File: src/rtl/cpu_defs.sv
// Shared definitions for the 16-bit CPU front end: word/address widths, reset PC
// and the fetch state encoding.
package cpu_defs;

   localparam int WORD_W = 16;
   localparam int ADDR_W = 16;
   localparam logic [ADDR_W-1:0] RESET_PC_DEF = 16'h3000;

   typedef enum logic {
      FS_RUN   = 1'b0,
      FS_FLUSH = 1'b1
   } fetch_state_e;

   // Prefetch queue entry layout: instruction in the upper half, its address below.
   function automatic logic [WORD_W+ADDR_W-1:0] pack_entry(input logic [WORD_W-1:0] inst,
                                                          input logic [ADDR_W-1:0] pc);
      return {inst, pc};
   endfunction

endpackage

File: src/rtl/fetch_queue.sv
// Synchronous FIFO with synchronous flush and an occupancy count; rdata shows the
// head entry combinationally and is only meaningful while empty is low.
module fetch_queue #(
   parameter int WIDTH = 32,
   parameter int DEPTH = 4
) (
   input  logic                 clk,
   input  logic                 rst,
   input  logic                 flush,
   input  logic                 push,
   input  logic [WIDTH-1:0]     wdata,
   input  logic                 pop,
   output logic [WIDTH-1:0]     rdata,
   output logic [(DEPTH > 1 ? $clog2(DEPTH) : 1):0] count,
   output logic                 empty
);

   localparam int AW = (DEPTH > 1) ? $clog2(DEPTH) : 1;

   logic [WIDTH-1:0] mem [DEPTH];
   logic [AW-1:0]    wr_ptr;
   logic [AW-1:0]    rd_ptr;
   logic             full;
   logic             do_push;
   logic             do_pop;

   function automatic logic [AW-1:0] ptr_inc(input logic [AW-1:0] p);
      return (p == AW'(DEPTH - 1)) ? '0 : p + 1'b1;
   endfunction

   assign empty   = (count == '0);
   assign full    = (count == (AW + 1)'(DEPTH));
   assign do_pop  = pop && !empty;
   // A push into a full queue is legal only when the head leaves in the same cycle.
   assign do_push = push && (!full || do_pop);
   assign rdata   = mem[rd_ptr];

   always_ff @(posedge clk) begin
      if (do_push) begin
         mem[wr_ptr] <= wdata;
      end
   end

   always_ff @(posedge clk) begin
      if (rst || flush) begin
         wr_ptr <= '0;
         rd_ptr <= '0;
         count  <= '0;
      end else begin
         if (do_push) wr_ptr <= ptr_inc(wr_ptr);
         if (do_pop)  rd_ptr <= ptr_inc(rd_ptr);
         unique case ({do_push, do_pop})
            2'b10:   count <= count + 1'b1;
            2'b01:   count <= count - 1'b1;
            default: count <= count;
         endcase
      end
   end

endmodule

File: src/rtl/fetch_prefetch_unit.sv
// Instruction fetch front end: sequential PC generation, in-order imem requests and a
// prefetch queue feeding decode. Build with FETCH_PERF_EN to get the fetch_cnt counter.
module fetch_prefetch_unit
   import cpu_defs::*;
#(
   parameter int                DEPTH    = 4,
   parameter logic [ADDR_W-1:0] RESET_PC = RESET_PC_DEF,
   parameter int                MAX_OUT  = 2
) (
   input  logic              clk,
   input  logic              rst,
   input  logic              redir_valid,
   input  logic [ADDR_W-1:0] redir_pc,
   output logic              imem_req,
   output logic [ADDR_W-1:0] imem_addr,
   input  logic              imem_rvalid,
   input  logic [WORD_W-1:0] imem_rdata,
   output logic              dec_valid,
   input  logic              dec_ready,
   output logic [WORD_W-1:0] dec_inst,
   output logic [ADDR_W-1:0] dec_pc,
   output logic [31:0]       fetch_cnt
);

   localparam int QAW = (DEPTH > 1) ? $clog2(DEPTH) : 1;
   localparam int TAW = (MAX_OUT > 1) ? $clog2(MAX_OUT) : 1;
   localparam int TCW = TAW + 1;

   fetch_state_e             state_q, state_d;
   logic [ADDR_W-1:0]        pc_q, pc_d;
   logic [TCW-1:0]           discard_q, discard_d;
   logic                     issue;
   logic                     q_push;
   logic                     q_flush;
   logic                     q_pop;
   logic [WORD_W+ADDR_W-1:0] q_rdata;
   logic [QAW:0]             q_count;
   logic                     q_empty;
   logic [ADDR_W-1:0]        t_rdata;
   logic [TCW-1:0]           t_count;
   logic                     t_empty;
   logic                     resp_take;
   logic                     credit_ok;

   // Decode handshake: an entry transfers on a rising edge where dec_valid && dec_ready;
   // dec_valid and the dec_* payload depend only on the queue head, never on dec_ready.
   assign q_pop     = dec_valid && dec_ready;
   assign resp_take = imem_rvalid && !t_empty;
   assign credit_ok = (32'(q_count) + 32'(t_count) < DEPTH) && (32'(t_count) < MAX_OUT);

   always_comb begin
      state_d   = state_q;
      pc_d      = pc_q;
      discard_d = discard_q;
      issue     = 1'b0;
      q_push    = 1'b0;
      q_flush   = 1'b0;
      if (redir_valid) begin
         // A response arriving with the redirect belongs to the old stream.
         q_flush   = 1'b1;
         pc_d      = redir_pc;
         discard_d = t_count - TCW'(resp_take);
         state_d   = (discard_d != '0) ? FS_FLUSH : FS_RUN;
      end else begin
         unique case (state_q)
            FS_RUN: begin
               issue  = credit_ok;
               q_push = resp_take;
               if (issue) pc_d = pc_q + 1'b1;
            end
            FS_FLUSH: begin
               if (resp_take) begin
                  discard_d = discard_q - 1'b1;
                  if (discard_q == TCW'(1)) state_d = FS_RUN;
               end
            end
            default: state_d = FS_RUN;
         endcase
      end
   end

   always_ff @(posedge clk) begin
      if (rst) begin
         state_q   <= FS_RUN;
         pc_q      <= RESET_PC;
         discard_q <= '0;
      end else begin
         state_q   <= state_d;
         pc_q      <= pc_d;
         discard_q <= discard_d;
      end
   end

   // Request addresses travel alongside the in-flight reads so each returned word
   // is tagged with its own PC.
   fetch_queue #(.WIDTH(ADDR_W), .DEPTH(MAX_OUT)) u_tag_fifo (
      .clk   (clk),
      .rst   (rst),
      .flush (1'b0),
      .push  (issue),
      .wdata (pc_q),
      .pop   (resp_take),
      .rdata (t_rdata),
      .count (t_count),
      .empty (t_empty)
   );

   fetch_queue #(.WIDTH(WORD_W + ADDR_W), .DEPTH(DEPTH)) u_prefetch_q (
      .clk   (clk),
      .rst   (rst),
      .flush (q_flush),
      .push  (q_push),
      .wdata (pack_entry(imem_rdata, t_rdata)),
      .pop   (q_pop),
      .rdata (q_rdata),
      .count (q_count),
      .empty (q_empty)
   );

   assign imem_req  = issue && !rst;
   assign imem_addr = pc_q;
   assign dec_valid = !q_empty;
   assign dec_inst  = q_empty ? '0 : q_rdata[WORD_W+ADDR_W-1:ADDR_W];
   assign dec_pc    = q_empty ? '0 : q_rdata[ADDR_W-1:0];

`ifdef FETCH_PERF_EN
   logic [31:0] cnt_q;

   always_ff @(posedge clk) begin
      if (rst) begin
         cnt_q <= '0;
      end else if (q_pop) begin
         cnt_q <= cnt_q + 1'b1;
      end
   end

   assign fetch_cnt = cnt_q;
`else
   assign fetch_cnt = '0;
`endif

endmodule

File: config.mk
export PLATFORM = sky130hd
export DESIGN_NAME = fetch_prefetch_unit
export DESIGN_NICKNAME = d
export VERILOG_FILES = /design/src/rtl/cpu_defs.sv /design/src/rtl/fetch_queue.sv /design/src/rtl/fetch_prefetch_unit.sv
export SDC_FILE = /design/constraint.sdc
export NUM_CORES = 1
export LEC_CHECK = 0
export CORE_MARGIN = 2
export CORE_UTILIZATION = 56
export CTS_BUF_LIST = sky130_fd_sc_hd__clkbuf_8
export DETAILED_ROUTE_END_ITERATION = 7
export GPL_TIMING_DRIVEN = 0
export HOLD_SLACK_MARGIN = 0.06
export PLACE_DENSITY = 0.86
export REMOVE_ABC_BUFFERS = 1
export SLEW_MARGIN = 20
export SYNTH_ARGS = -nofsm -noshare
export SYNTH_HDL_FRONTEND = slang
export SYNTH_HIERARCHICAL = 1
export SYNTH_SLANG_ARGS = --single-unit
File: constraint.sdc
create_clock -name clk -period 3.85 [get_ports clk]
set_clock_uncertainty 0.15 [all_clocks]
set_input_delay 0.77 -clock clk [delete_from_list [all_inputs] [get_ports clk]]
set_output_delay 0.77 -clock clk [all_outputs]
set_load 0.01 [all_outputs]
==> results.sh <==
export IMPL_status="finished clean"
export IMPL_viasPerCell=5.61
export IMPL_clockBufferDepth=2
export IMPL_crit_arrival_ns=3.59
export IMPL_ys_warn_count=6
export IMPL_syn_area_um2=8210
export IMPL_grt_pass1_wl_mm=23.6
export IMPL_cts_root_buffer="clkbuf_8"
export IMPL_max_cap_violations=0
export IMPL_start_kind="input pin"
export IMPL_max_freq_mhz=279
export IMPL_io_pins=119
export IMPL_fin_nets=655
export IMPL_synthDistinctLibCells=64
export IMPL_dr_total_vias=4517
export IMPL_wl_mm=14.6
export IMPL_die_h_um=125
export IMPL_portBuffers=86
export IMPL_track_usage=0.193
export IMPL_finalHoldViolations=0
export IMPL_synth_area_top_cells="edfxtp_1, mux4_2, dfxtp_1, buf_4, nor2b_1"
export IMPL_drc=0
export IMPL_post_route_period_util=0.932
export IMPL_placementRows=44
export IMPL_ir_drop_v=0.000186
export IMPL_start_util=0.569
export IMPL_period_needed_ns=3.59
export IMPL_netlist_area_leader_share=0.585
export IMPL_grt_max_degree=33
export IMPL_synth_commonest_cells="edfxtp_1, buf_4, nor2b_1"
export IMPL_post_route_util=0.668
export IMPL_cts_buffers=17
export IMPL_synth_area_per_cell_um2=16.0
export IMPL_clk_pin_slew_ns=0.09
export IMPL_min_path_type="reg2reg"
export IMPL_relSlewSlack=0.348
export IMPL_setup_ws_ns=0.262
export IMPL_routabilityCongestion=0.822
export IMPL_worst_slew_pin_slew_ns=0.975
export IMPL_synthArstFlopShare=0
export IMPL_clock_latency_ns=0.45
export IMPL_core_area_um2=14400
export IMPL_power_density_nw_per_um2=399
export IMPL_end_kind="register"
export IMPL_die_width_um=125
export IMPL_slew_viol_final=0
export IMPL_syn_to_final_growth_pct=17.3
export IMPL_pre_cts_ws_ns=-0.530
export IMPL_fin_cells=805
export IMPL_grt_pass1_vias=4607
export IMPL_synth_largest_area_cell="edfxtp_1"
export IMPL_synthFlopType="edfxtp_1"
export IMPL_drt_iter0_drc=297
export IMPL_required_ns=3.85
export IMPL_ys_ff_latch=193
export IMPL_cts_sinks=193
export IMPL_power_leakage_uw=0.00318
export IMPL_finalSetupViolCount=0
export IMPL_yosysSeqAreaShare=0.665
export IMPL_fp_dieArea_um2=15700
export IMPL_placed_cells_incl_taps=773
export IMPL_synth_most_common_cell="edfxtp_1"
export IMPL_ant_nets=0
export IMPL_postSynthCellCount=514
export IMPL_worstSetupPathType="in2reg"
export IMPL_synth_edf_count=160
export IMPL_cts_setup_buffers=0
export IMPL_worstPathMaxFanout=20
export IMPL_place_hpwl_mm=9.98
export IMPL_antenna_cells=0
export IMPL_cts_htree_levels=4
export IMPL_drt_first_pass_iters=4
export IMPL_final_layout_size_suffix_gt1_frac=0.159
export IMPL_cts_tree="yes"
export IMPL_antenna_found_initial=0
export IMPL_grt_ovfl_total=0
export IMPL_rsz0062_at_grt="false"
export IMPL_routedWlPerCell_um=18.2
==> final cells by class <==
class,instances,area [µm²]
Sequential cell,193,5470
Clock inverter,14,149
Inverter,12,47.5
Tap cell,184,230
Clock buffer,18,248
Multi-Input combinational cell,290,2470
Fill cell,964,4790
Timing Repair Buffer,94,1020
==> metal layers <==
layer  global-route usage  vias up  part of all wire
met3               0.0513        9             0.061
met4               0.0523        0            0.0072
met1                0.247     2242              0.42
li1                     -     2092                 -
met2                0.331      174              0.51
met5                    0        -                 0
==> kinds of logic after synthesis <==
group                    after synthesis  synth area share
AO/OA/AOI/OAI                         45            0.0419
XOR/XNOR                              12            0.0128
adder cells (fa/ha/maj)               10            0.0161
buffers and inverters                 65            0.0513
flip-flops                           193             0.665
multiplexers                          52             0.115
other                                  1          0.000457
AND/OR/NAND/NOR                      136            0.0975
==> power by group <==
| group | internal, µW | switching [µW] |
|---|---|---|
| registers | 2310 | 35.4 |
| logic | 97.7 | 112 |
| clock network | 647 | 644 |
| total | 3050 | 791 |
==> critical path, stage by stage <==
cell and delay, ns:
clkdlybuf4s50_1 0.48, nor2b_1 0.57, nor3b_2 0.61, nor2b_1 0.42
and2_2 0.50, buf_16 0.22
==> registers in the layout (all words and copies together) (netlist names), named ones only <==
register and flops:
u_prefetch_q/mem 128, u_tag_fifo/mem 32, imem_addr 16, u_prefetch_q/count 3, discard_q 2, u_prefetch_q/rd_ptr 2
u_prefetch_q/wr_ptr 2, u_tag_fifo/count 2, state_q 1, u_tag_fifo/rd_ptr 1, u_tag_fifo/wr_ptr 1
==> placed cells by master, fill, tap and decap left out, types with 4 or more instances in the layout <==
cell type / synthesis / final
clkdlybuf4s50_1: 0 / 86
mux4_2: 32 / 32
nand3_1: 7 / 7
and3_1: 5 / 5
clkbuf_8: 1 / 18
nor2b_1: 35 / 35
and2_2: 0 / 4
o21ai_0: 4 / 4
clkinv_2: 0 / 4
conb_1: 1 / 35
mux2_2: 6 / 6
nor2_1: 29 / 27
mux2i_1: 4 / 4
ha_1: 9 / 9
a211oi_1: 13 / 13
nor3_1: 11 / 10
inv_1: 10 / 14
nand2_1: 12 / 12
dfxtp_1: 33 / 30
edfxtp_1: 160 / 160
a311oi_1: 5 / 5
buf_16: 0 / 4
a21oi_1: 5 / 5
nand4_1: 5 / 5
xor2_1: 9 / 9
mux2_1: 10 / 10
==> worst paths after layout <==
path                        from                      end  slack (ns)  cells after the start
max                  imem_rvalid  u_prefetch_q/mem[0][10]        0.26                      6
min            u_tag_fifo/wr_ptr        u_tag_fifo/wr_ptr        0.37                      2
max reg2reg  u_tag_fifo/count[0]  u_prefetch_q/mem[0][10]        0.44                      6
min reg2reg    u_tag_fifo/wr_ptr        u_tag_fifo/wr_ptr        0.37                      2
==> timing repair <==
action                                 CTS  global route
endpoints found under the hold margin    0             0
hold buffers                             0             0
resized for setup                        1             1
setup endpoints to repair               82            37
==> metrics by stage <==
step,area (µm²),setup TNS [ns],hold slack (ns),total power (µW)
2_1_floorplan,7970,-31.81,0.301,2480
3_3_place_gp,9060,-374.96,0.309,2580
3_5_place_dp,9240,-57.70,0.350,2600
4_1_cts,9640,0,0.380,3880
5_1_grt,9640,0,0.413,3990
6_report,9640,0,0.374,3840
Note: power is estimated with default switching activity, not from simulation.
